## config.mk

```make
export PLATFORM = sky130hd
export DESIGN_NAME = axi_dac_jesd204_dma_fifo
export DESIGN_NICKNAME = d
export VERILOG_FILES = /design/src/rtl/axi_dac_jesd204_dma_fifo.sv
export SDC_FILE = /design/constraint.sdc
export NUM_CORES = 1
export LEC_CHECK = 0
export CAP_MARGIN = 20
export CORE_ASPECT_RATIO = 0.75
export CORE_MARGIN = 1
export CORE_UTILIZATION = 60
export DETAILED_ROUTE_END_ITERATION = 10
export PLACE_DENSITY = 0.79
export SETUP_SLACK_MARGIN = 0.1
export SLEW_MARGIN = 30
export SYNTH_ARGS = -nofsm -noshare
export SYNTH_HDL_FRONTEND = slang
export SYNTH_SLANG_ARGS = --single-unit
```

## constraint.sdc

```tcl
create_clock -name dac_clk -period 20.5 [get_ports dac_clk]
set_input_delay 3.075 -clock dac_clk [delete_from_list [all_inputs] [get_ports dac_clk]]
set_output_delay 3.075 -clock dac_clk [all_outputs]
set_load 0.05 [all_outputs]
```

## src/rtl/axi_dac_jesd204_dma_fifo.sv

```systemverilog
// Rate-matching FIFO feeding one DAC JESD204 channel: primes to START_LEVEL beats,
// then streams one beat per dac_clk, substituting zeros and counting underflows.
module axi_dac_jesd204_dma_fifo #(
   parameter int DATA_PATH_WIDTH = 4,
   parameter int DEPTH_LOG2      = 4,
   parameter int START_LEVEL     = 8
) (
   input  logic                            dac_clk,
   input  logic                            dac_rst,
   input  logic                            s_valid,
   output logic                            s_ready,
   input  logic [DATA_PATH_WIDTH*16-1:0]   s_data,
   input  logic                            dac_enable,
   input  logic                            dac_data_sync,
   output logic [DATA_PATH_WIDTH*16-1:0]   dma_data,
   output logic                            dac_dunf,
   input  logic                            dunf_clr,
   output logic [15:0]                     dunf_count,
   output logic [DEPTH_LOG2:0]             fill_level
);

   localparam int DW    = DATA_PATH_WIDTH * 16;
   localparam int DEPTH = 2 ** DEPTH_LOG2;

   typedef logic [DEPTH_LOG2-1:0] ptr_t;
   typedef logic [DEPTH_LOG2:0]   lvl_t;

   localparam lvl_t FULL_LVL  = lvl_t'(DEPTH);
   localparam lvl_t START_LVL = lvl_t'(START_LEVEL);

   typedef enum logic [1:0] {IDLE, FILL, RUN} state_t;

   state_t          state_q;
   ptr_t            wr_ptr_q, rd_ptr_q;
   lvl_t            fill_q, fill_d;
   logic [DW-1:0]   mem_q [DEPTH];
   logic [DW-1:0]   dma_data_q;
   logic            dunf_q;
   logic [15:0]     dunf_cnt_q;
   logic            push, pop, underflow;

   // Ready is held low while reset is asserted so a beat offered during reset is never taken.
   assign s_ready   = !dac_rst && (fill_q < FULL_LVL);
   assign push      = s_valid && s_ready && !dac_data_sync;
   assign pop       = (state_q == RUN) && dac_enable && !dac_data_sync && (fill_q != '0);
   assign underflow = (state_q == RUN) && dac_enable && !dac_data_sync && (fill_q == '0);
   assign fill_d    = fill_q + lvl_t'(push) - lvl_t'(pop);

   // NOTE: the storage array has no reset; only pointers and occupancy define valid contents.
   always_ff @(posedge dac_clk) begin
      if (push) mem_q[wr_ptr_q] <= s_data;
   end

   // NOTE: all sequential state uses non-blocking assignments so every register samples pre-edge values.
   always_ff @(posedge dac_clk) begin
      if (dac_rst) begin
         state_q    <= IDLE;
         wr_ptr_q   <= '0;
         rd_ptr_q   <= '0;
         fill_q     <= '0;
         dma_data_q <= '0;
         dunf_q     <= 1'b0;
         dunf_cnt_q <= '0;
      end else begin
         // An underflow in the same cycle as a clear wins, leaving a count of one.
         if (underflow) begin
            dunf_q     <= 1'b1;
            dunf_cnt_q <= dunf_clr ? 16'd1 :
                          (dunf_cnt_q == 16'hFFFF) ? dunf_cnt_q : dunf_cnt_q + 16'd1;
         end else if (dunf_clr) begin
            dunf_q     <= 1'b0;
            dunf_cnt_q <= '0;
         end

         if (dac_data_sync) begin
            state_q    <= IDLE;
            wr_ptr_q   <= '0;
            rd_ptr_q   <= '0;
            fill_q     <= '0;
            dma_data_q <= '0;
         end else begin
            fill_q     <= fill_d;
            dma_data_q <= pop ? mem_q[rd_ptr_q] : '0;
            if (push) wr_ptr_q <= wr_ptr_q + ptr_t'(1);
            if (pop)  rd_ptr_q <= rd_ptr_q + ptr_t'(1);
            case (state_q)
               IDLE:    if (dac_enable) state_q <= FILL;
               FILL:    if (!dac_enable) state_q <= IDLE;
                        else if (fill_q >= START_LVL) state_q <= RUN;
               RUN:     if (!dac_enable) state_q <= IDLE;
               default: state_q <= IDLE;
            endcase
         end
      end
   end

   assign dma_data   = dma_data_q;
   assign dac_dunf   = dunf_q;
   assign dunf_count = dunf_cnt_q;
   assign fill_level = fill_q;

endmodule

```

Word-level counts from Yosys, hierarchy flattened:

Memories as Yosys holds them, arrays and structs flattened. A register that Yosys moved wholly into a read port is not among the register bits.
Cells that the tools add are included.

* register bits after elaboration: 32
* output and inout bits: 87
* memories: 1
* input port bits: 70
* bits in writable memories: 1024

* reductions and logical operators: 17
* equal/unequal tests: 7
* order comparisons: 2
* muxes and demuxes: 13
* add/sub/neg operators: 5
* bitwise operators: 1

Memories
* mem_q: depth 16, width 64, rd ports 1, clocked after memory_dff 1, wr ports 1, RTL line 36 `logic [DW-1:0] mem_q [DEPTH];`

Operator list (count)
* two-way mux 16 bit: 4
* adder 16 x 1 -> 16 bit (second input constant): 1
* == test 16 bit (second input constant): 1
* adder 4 x 1 -> 4 bit (second input constant): 2
* two-way mux 2 bit: 4
* logical AND 1 bit: 7
* != test 2 bit (second input constant): 3
* one-hot mux 2 bit (3 select lines): 1
* adder 5 x 1 -> 5 bit: 1
* >= comparator 5 x 4 -> 1 bit (second input constant): 1
* zero test 5 bit: 1
* less-than comparator 5 bit (second input constant): 1
* nonzero test 5 bit: 1
* subtractor 5 x 1 -> 5 bit: 1
* two-way mux 1 bit: 4
* != test 3 bit (second input constant): 1
* AND reduction 3 bit: 1
* OR reduction 3 bit: 1
* == test 2 x 1 -> 1 bit (second input constant): 1
* == test 2 bit (second input constant): 1
* zero test 1 bit: 2
* zero test 2 bit: 1
* AND reduction 2 bit: 1
* nonzero test 2 bit: 1
* other kinds (2): 2

Longest topological paths before layout:

Gate-level depths: netlist of the first run.

* depth in word-level cells: 6
* gate-level depth with buffers: 12
* depth with buffers taken out: 12

Worst setup path after synthesis of the first run:

OpenSTA, ideal clock, no wires.

* path kind: input -> register
* start: in s_valid
* end: mem mem_q[3][0] in the netlist's numbering, enable pin
* path slack: 11739 ps
* data arrival time: 8196 ps
* buffers on the path: 1
* setup time: 565 ps
* stages: 5
* data required time: 19935 ps
* cell sequence: nor2b_1 -> and2_1 -> clkbuf_1 -> nand2_1 -> nor3_1

* word-level cells in the longest chain between the ends: 4

Ends and longest elaborated chain
* start: declaration: RTL line 10 `input logic s_valid,`
* logical AND 1 bit (2 in a row): RTL line 44 `assign push = s_valid && s_ready && !dac_data_sync;`
* two-way mux 1 bit: RTL line 51 `if (push) mem_q[wr_ptr_q] <= s_data;`
* two-way mux 1 bit (not written as such): RTL line 51
* end: declaration: RTL line 36

No other way between the ends.

Worst setup path in the final report of the first run:

* start: in dac_rst
* end: out s_ready

* word-level cells in the longest chain between the ends: 2

Ends and longest elaborated chain
* start: declaration: RTL line 9 `input logic dac_rst,`
* zero test 1 bit: RTL line 43 `assign s_ready = !dac_rst && (fill_q < FULL_LVL);`
* logical AND 1 bit: RTL line 43
* end: declaration: RTL line 11 `output logic s_ready,`

No other way between the ends.

==> results by group, run 1 <==
Status
  – Status: finished, final reports clean

Clocking
  – CTS sink cnt: 1,120
  – CTS Buf Count: 100
  – CTS tree: done
  – Clock Latency Late Sink: 680 ps
  – Clock transition at path regs: 60 ps
  – Post-CTS setup buffers: 0
  – Post-CTS Resized: 0
  – Root Buffer: clkbuf_16
  – Clock Path Buffers: 3
  – CTS H-tree lvls: 3
  – Hold-fix buffers, CTS: 0

Logic synthesis
  – Post-Synthesis Cells: 1,848
  – Cell Area, Synth: 0.0415 mm2
  – Post-synth cell types: 53
  – EDFF count, synth: 1,024
  – Synth cell count leaders: edfxtp_1, mux4_2, a22oi_1
  – Sequential share of the synthesized area: 78.8%
  – Post-Syn Nets: 1,931
  – #FFs+latches synth: 1,120
  – Syn Area/Cell: 22.4 um2
  – Yosys top cell by area: edfxtp_1
  – Synth area leaders: edfxtp_1, mux4_2, dfxtp_1, a22oi_1, a21oi_1
  – Ys async rst share: 0%
  – Most frequent cell after synthesis: edfxtp_1
  – Yosys synthesis warning count: 0
  – Primary FF master, synth: edfxtp_1
  – Synth top area share: 74.2%

Critical path
  – Critical Path Source Type: input port
  – Critical path type: in -> out
  – Worst path required time: 17,430 ps
  – Max FO, Critical Path: 14
  – Crit path cell chain: clkdlybuf4s50_1 -> nor2_1 -> clkdlybuf4s50_1
  – Slowest-stage cell, CP: clkdlybuf4s50_1
  – Cell mode on critical path: clkdlybuf4s50_1
  – Crit path capture type: output port
  – Worst EP arrival: 4720 ps
  – Max incr delay on CP: 820 ps

Route
  – 1st-pass router iterations: 5
  – Post-Route WL: 90,800 um
  – Routed Antenna Nets: 0
  – Routed len/inst: 30.0 um
  – DR vias: 20,021
  – DRC: 0
  – Initial detailed-routing violation count: 2,445
  – DR vias/cell: 6.61

Job
  – Max cap viols: 0

Timing
  – Slew margin rel.: 33.5%
  – Crit share post-route: 38.0%
  – RSZ-0062 raised after global routing: no
  – Period minus WS final: 7790 ps
  – Final worst slack: 12,710 ps
  – Hold Violations, Final: 0
  – Setup TNS: 0 ps
  – Max Freq: 128 MHz
  – Hold Slack: 466 ps
  – Clock Skew: 33.0 ps
  – Slew Viols, Final: 0
  – Actual slew at the worst max-slew pin: 997 ps
  – Endpoints failing setup: 0

Final layout
  – Synthesis-to-finish area growth: 14.8%
  – Finished Core Util: 69.6%
  – Post-Layout Inst Area: 0.0476 mm2
  – Fillers: 3,856
  – Proportion of layout cells with a drive suffix above 1: 23.4%
  – Final cell count without fillers: 3,029
  – Final net count: 2,129

Power and ir drop
  – Maximum VDD drop: 0.0723 mV
  – Pwr Total: 4.49 mW
  – Pleak: 14.6 nW
  – PD cells: 94.2 mW/mm2

Placed design
  – Final GP Congestion: 0.805
  – Placed Area: 0.0441 mm2
  – Worst slack at placement: 12,720 ps
  – DP HPWL: 43,800 um
  – # port buffers: 156
  – Cells after DPL: 2,835

Floorplan
  – # IOs: 157
  – Core area: 0.0683 mm2
  – Die area: 0.0702 mm2
  – DIE WIDTH: 306 um
  – Initial Util: 60.7%
  – Die height: 230 um
  – Row Count: 83

Hold path
  – Hold Crit Class: reg -> reg

GRT
  – Largest net degree at the start of global routing: 135
  – Number of global-route vias before repair: 20,658
  – Global-route wire length before repair: 135,000 um
  – GR Util All Layers: 26.5%
  – Initial antenna violation count: 8
  – Total grt overflow: 0
registers in the layout (all words and copies together), names as in the netlist:
name and cells:
dma_data 64, wr_ptr_q 4, rd_ptr_q 4, fill_level 5
state_q 2, mem_q 1024, dunf_count 16, dac_dunf 1
power breakdown:
group | total (mW) | switching (mW) | internal, mW | leakage (nW)
sequential | 2.50 | 0.00189 | 2.50 | 9.99
clock | 1.93 | 0.820 | 1.11 | 1.70
combinational | 0.0567 | 0.0386 | 0.0181 | 2.89
metal layers:
layer / GRT usage (%) / wire, um
met2: 43.1 / 45500
met4: 7.74 / 2390
met1: 36.4 / 34400
met5: 0 / 73
met3: 5.91 / 8500
final timing paths:
path | start | endpoint | slack, ps | depth (start not counted)
worst min register to register | dac_dunf | dac_dunf | 470 | 2
worst max register to register | rd_ptr_q[0] | dma_data[4] | 16930 | 5
worst min-delay path | dac_dunf | dac_dunf | 470 | 2
worst max-delay path | dac_rst | s_ready | 12710 | 3
final cells by class:
class | count | area (um2) | area share (%)
inverter | 8 | 30.0 | 0.0631
multi-input combinational | 621 | 8340 | 17.5
sequential | 1120 | 32700 | 68.7
timing repair buffer | 195 | 1990 | 4.18
clock buffer | 129 | 2820 | 5.92
tap | 892 | 1120 | 2.35
clock inverter | 60 | 614 | 1.29
antenna | 4 | 10.0 | 0.0210
worst max-delay path, delay by kind of cell:
kind / cells / cell delay [ps]
simple gates: 1 / 180
buf+inv: 2 / 1460
cells in the final DEF, fill, tap and decap left out, types with 4 or more instances in the layout:
master and count:
a21oi_1 77, a22oi_1 128, a31oi_1 4, and2_1 4
and3_1 6, buf_12 5, buf_4 28, bufinv_16 11
clkbuf_1 12, clkbuf_16 103, clkbuf_8 14, clkdlybuf4s50_1 156
clkinv_1 13, clkinv_2 25, clkinvlp_4 4, dfxtp_1 94
diode_2 4, edfxtp_1 1024, ha_1 12, inv_1 8
mux4_2 256, nand2_1 13, nand3_1 4, nand4_1 7
nor2_1 24, nor2_4 13, nor3_1 4, nor3_2 4
o21ai_0 6, xnor2_1 8, xor2_1 8
cells by family (layout without fill, tap and decap cells):
group	Yosys count	in the layout	share of synthesized area, %
DFF	1120	1120	78.8
muxes	258	258	14.0
other	0	4	0
buffers and inverters	107	392	1.40
adders and majority gates	13	13	0.410
xor gates and xnor gates	16	16	0.338
and+or+nand+nor	105	105	1.41
AOI/OAI and AO/OA	229	229	3.66
Note: power is estimated with default switching activity, not from simulation.
==> run 2, diff against run 1 <==
Clock period 20.5 ns to 7.84 ns, I/O delays scaled along.
==> run 2 against run 1 <==
Compared with the run above: final cell count fell by 0.33%; critical path depth rose by 3; total power rose to 2.6 times the previous value; first-iteration DRC count fell by 0.12%; critical path type is now in -> reg; highest routed layer unchanged.
==> results by group, run 2 (same netlist as run 1, synthesis figures left out) <==
GRT
  – M1 GR Usage: 35.8% (-0.69 points)
  – Global-route wire length before repair: 131,000 um (-2.8%)
  – GR Util All Layers: 25.5% (-0.98 points)
  – Largest net degree at the start of global routing: 113 (-16%)
  – Total grt overflow: 0 (unchanged)
  – GRT busiest layer: met2
  – GR Layer Usage met2: 41.1% (-2.0 points)
  – Number of global-route vias before repair: 20,580 (-0.38%)
  – Met3 GRT Util: 5.12% (-0.80 points)
  – Initial antenna violation count: 4 (-4)

Clocking
  – Clock Path Buffers: 3 (unchanged)
  – CTS tree: done
  – Root Buffer: clkbuf_16
  – CTS Buf Count: 99 (-1.0%)
  – Clock transition at path regs: 60 ps (about the same)
  – CTS sink cnt: 1,120 (unchanged)
  – Clock Latency Late Sink: 670 ps (about the same)
  – Post-CTS setup buffers: 0 (unchanged)
  – Post-CTS Resized: 0 (unchanged)
  – Hold-fix buffers, CTS: 0 (unchanged)
  – CTS H-tree lvls: 3 (unchanged)

Final layout
  – Finished Core Util: 69.3% (-0.32 points)
  – Commonest non-fill, non-tap cell in the layout: edfxtp_1
  – Most frequent cells in the layout: edfxtp_1, mux4_2, clkdlybuf4s50_1, a22oi_1, clkbuf_16
  – Final net count: 2,125 (-0.19%)
  – Synthesis-to-finish area growth: 14.3%
  – Post-Layout Inst Area: 0.0474 mm2 (-0.47%)
  – Final cell count without fillers: 3,019 (-0.33%)
  – Biggest register: mem_q
  – Largest register FFs: 1,024 (unchanged)
  – Proportion of layout cells with a drive suffix above 1: 22.8% (-0.58 points)

Floorplan
  – # IOs: 157 (unchanged)
  – Initial Util: 60.7% (unchanged)
  – Die height: 230 um (unchanged)
  – Row Count: 83 (unchanged)
  – Die area: 0.0702 mm2 (unchanged)
  – Core area: 0.0683 mm2 (unchanged)
  – DIE WIDTH: 306 um (unchanged)

Timing
  – Actual slew at the worst max-slew pin: 1060 ps (+61.5 ps)
  – Hold Slack: 489 ps (+22.3 ps)
  – RSZ-0062 raised after global routing: no
  – Endpoints failing setup: 0 (unchanged)
  – Period minus WS final: 4080 ps
  – Slew margin rel.: 29.4% (-4.1 points)
  – Setup TNS: 0 ps (unchanged)
  – Crit share post-route: 52.0%
  – Max Freq: 245 MHz
  – Hold Violations, Final: 0 (unchanged)
  – Clock Skew: 23.5 ps (-9.55 ps)
  – Slew Viols, Final: 0 (unchanged)

Placed design
  – Cells after DPL: 2,828 (-0.25%)
  – # port buffers: 156 (unchanged)
  – DP HPWL: 43,000 um (-1.9%)
  – Placed Area: 0.0441 mm2 (-0.17%)
  – Final GP Congestion: 0.797 (-1.1%)

Power and ir drop
  – Cell-internal power: 9.23 mW (+150%)
  – Sw frac: 19.4% (+0.22 points)
  – Seq pwr share: 57.0% (+1.3 points)
  – NetSw: 2.22 mW (+160%)
  – Pleak: 14.4 nW (-0.89%)
  – PD cells: 242 mW/mm2 (+160%)
  – Maximum VDD drop: 0.199 mV (+170%)
  – Clk pwr share: 41.6% (-1.5 points)
  – Comb pwr share: 1.3% (about the same)

Job
  – Max cap viols: 0 (unchanged)

Route
  – DRC: 0 (unchanged)
  – DR vias: 20,003 (-0.090%)
  – 1st-pass router iterations: 5 (unchanged)
  – DR vias/cell: 6.63 (+0.24%)
  – Post-Route WL: 88,200 um (-2.9%)
  – Routed Antenna Nets: 0 (unchanged)
  – Initial detailed-routing violation count: 2,442 (-0.12%)
  – Routed len/inst: 29.2 um (-2.6%)

Critical path
  – Critical Path Source Type: input port
  – Worst path required time: 8120 ps (-9310 ps)
  – WP buf/inv: 2 (unchanged)
  – Slowest-stage cell, CP: buf_4
  – Crit path cell chain: clkdlybuf4s50_1 -> nor2_1 -> and2_1 -> nand2_1 -> nor2_4 -> buf_4
  – Max incr delay on CP: 780 ps (-40 ps)
  – Crit path capture type: flop
  – Critical path type: in -> reg
  – Max FO, Critical Path: 42 (+28)
  – R2R Setup Slk: 4380 ps (-12,550 ps)
  – Cell family with most CP delay: simple AND/OR/NAND/NOR gates
  – Worst EP arrival: 4360 ps (-360 ps)

Status
  – Status: finished, final reports clean

Hold path
  – Hold Crit Class: reg -> reg
## run 2: path summary, 6_finish.rpt
path / start / end / cells after the start
min: dac_dunf / dac_dunf / 2
max: dac_rst / mem_q[7][40] / 6
min reg2reg: dac_dunf / dac_dunf / 2
max reg2reg: rd_ptr_q[0] / dma_data[54] / 5
## run 2: layout make-up
| class | count | area [um2] |
|---|---|---|
| flip-flops and latches | 1120 | 32700 |
| fillers | 3892 | 21000 |
| multi-input cells | 621 | 8340 |
| clock buffers | 139 | 2790 |
| repair buffers | 192 | 2020 |
| well taps | 892 | 1120 |
| clock inverters | 46 | 393 |
| inverters | 8 | 30.0 |
| diodes | 1 | 2.50 |
## run 2: routing by layer
metal | vias to the layer above | part of all wire, %
li1 | 8208 | -
met1 | 10519 | 38
met2 | 1137 | 50
met3 | 131 | 9.2
met4 | 8 | 2.2
met5 | - | 0.058
## run 2: through the flow
| step | setup WS (ps) | total power, mW |
|---|---|---|
| after global placement | 3220 | 6.79 |
| after CTS | 3770 | 11.5 |
| final | 3760 | 11.4 |
| after detailed placement | 3090 | 6.81 |
| after floorplan | 978 | 6.69 |
| after global routing | 3670 | 11.8 |
## run 2: power by group through the flow
stage / Combinational [mW] / Clock, mW / Sequential (mW)
4_1_cts: 0.151 / 4.84 / 6.53
3_3_place_gp: 0.138 / 0 / 6.66
5_1_grt: 0.163 / 5.06 / 6.53
2_1_floorplan: 0.0301 / 0 / 6.66
6_report: 0.152 / 4.77 / 6.53
3_5_place_dp: 0.149 / 0 / 6.66
## run 2: tightest hold or removal path: cells and delay by family (launching register included)
| family | cells | cell delay (ps) |
|---|---|---|
| AND/OR/NAND/NOR | 1 | 60 |
| AO/OA/AOI/OAI | 1 | 60 |
| flip-flops | 1 | 320 |
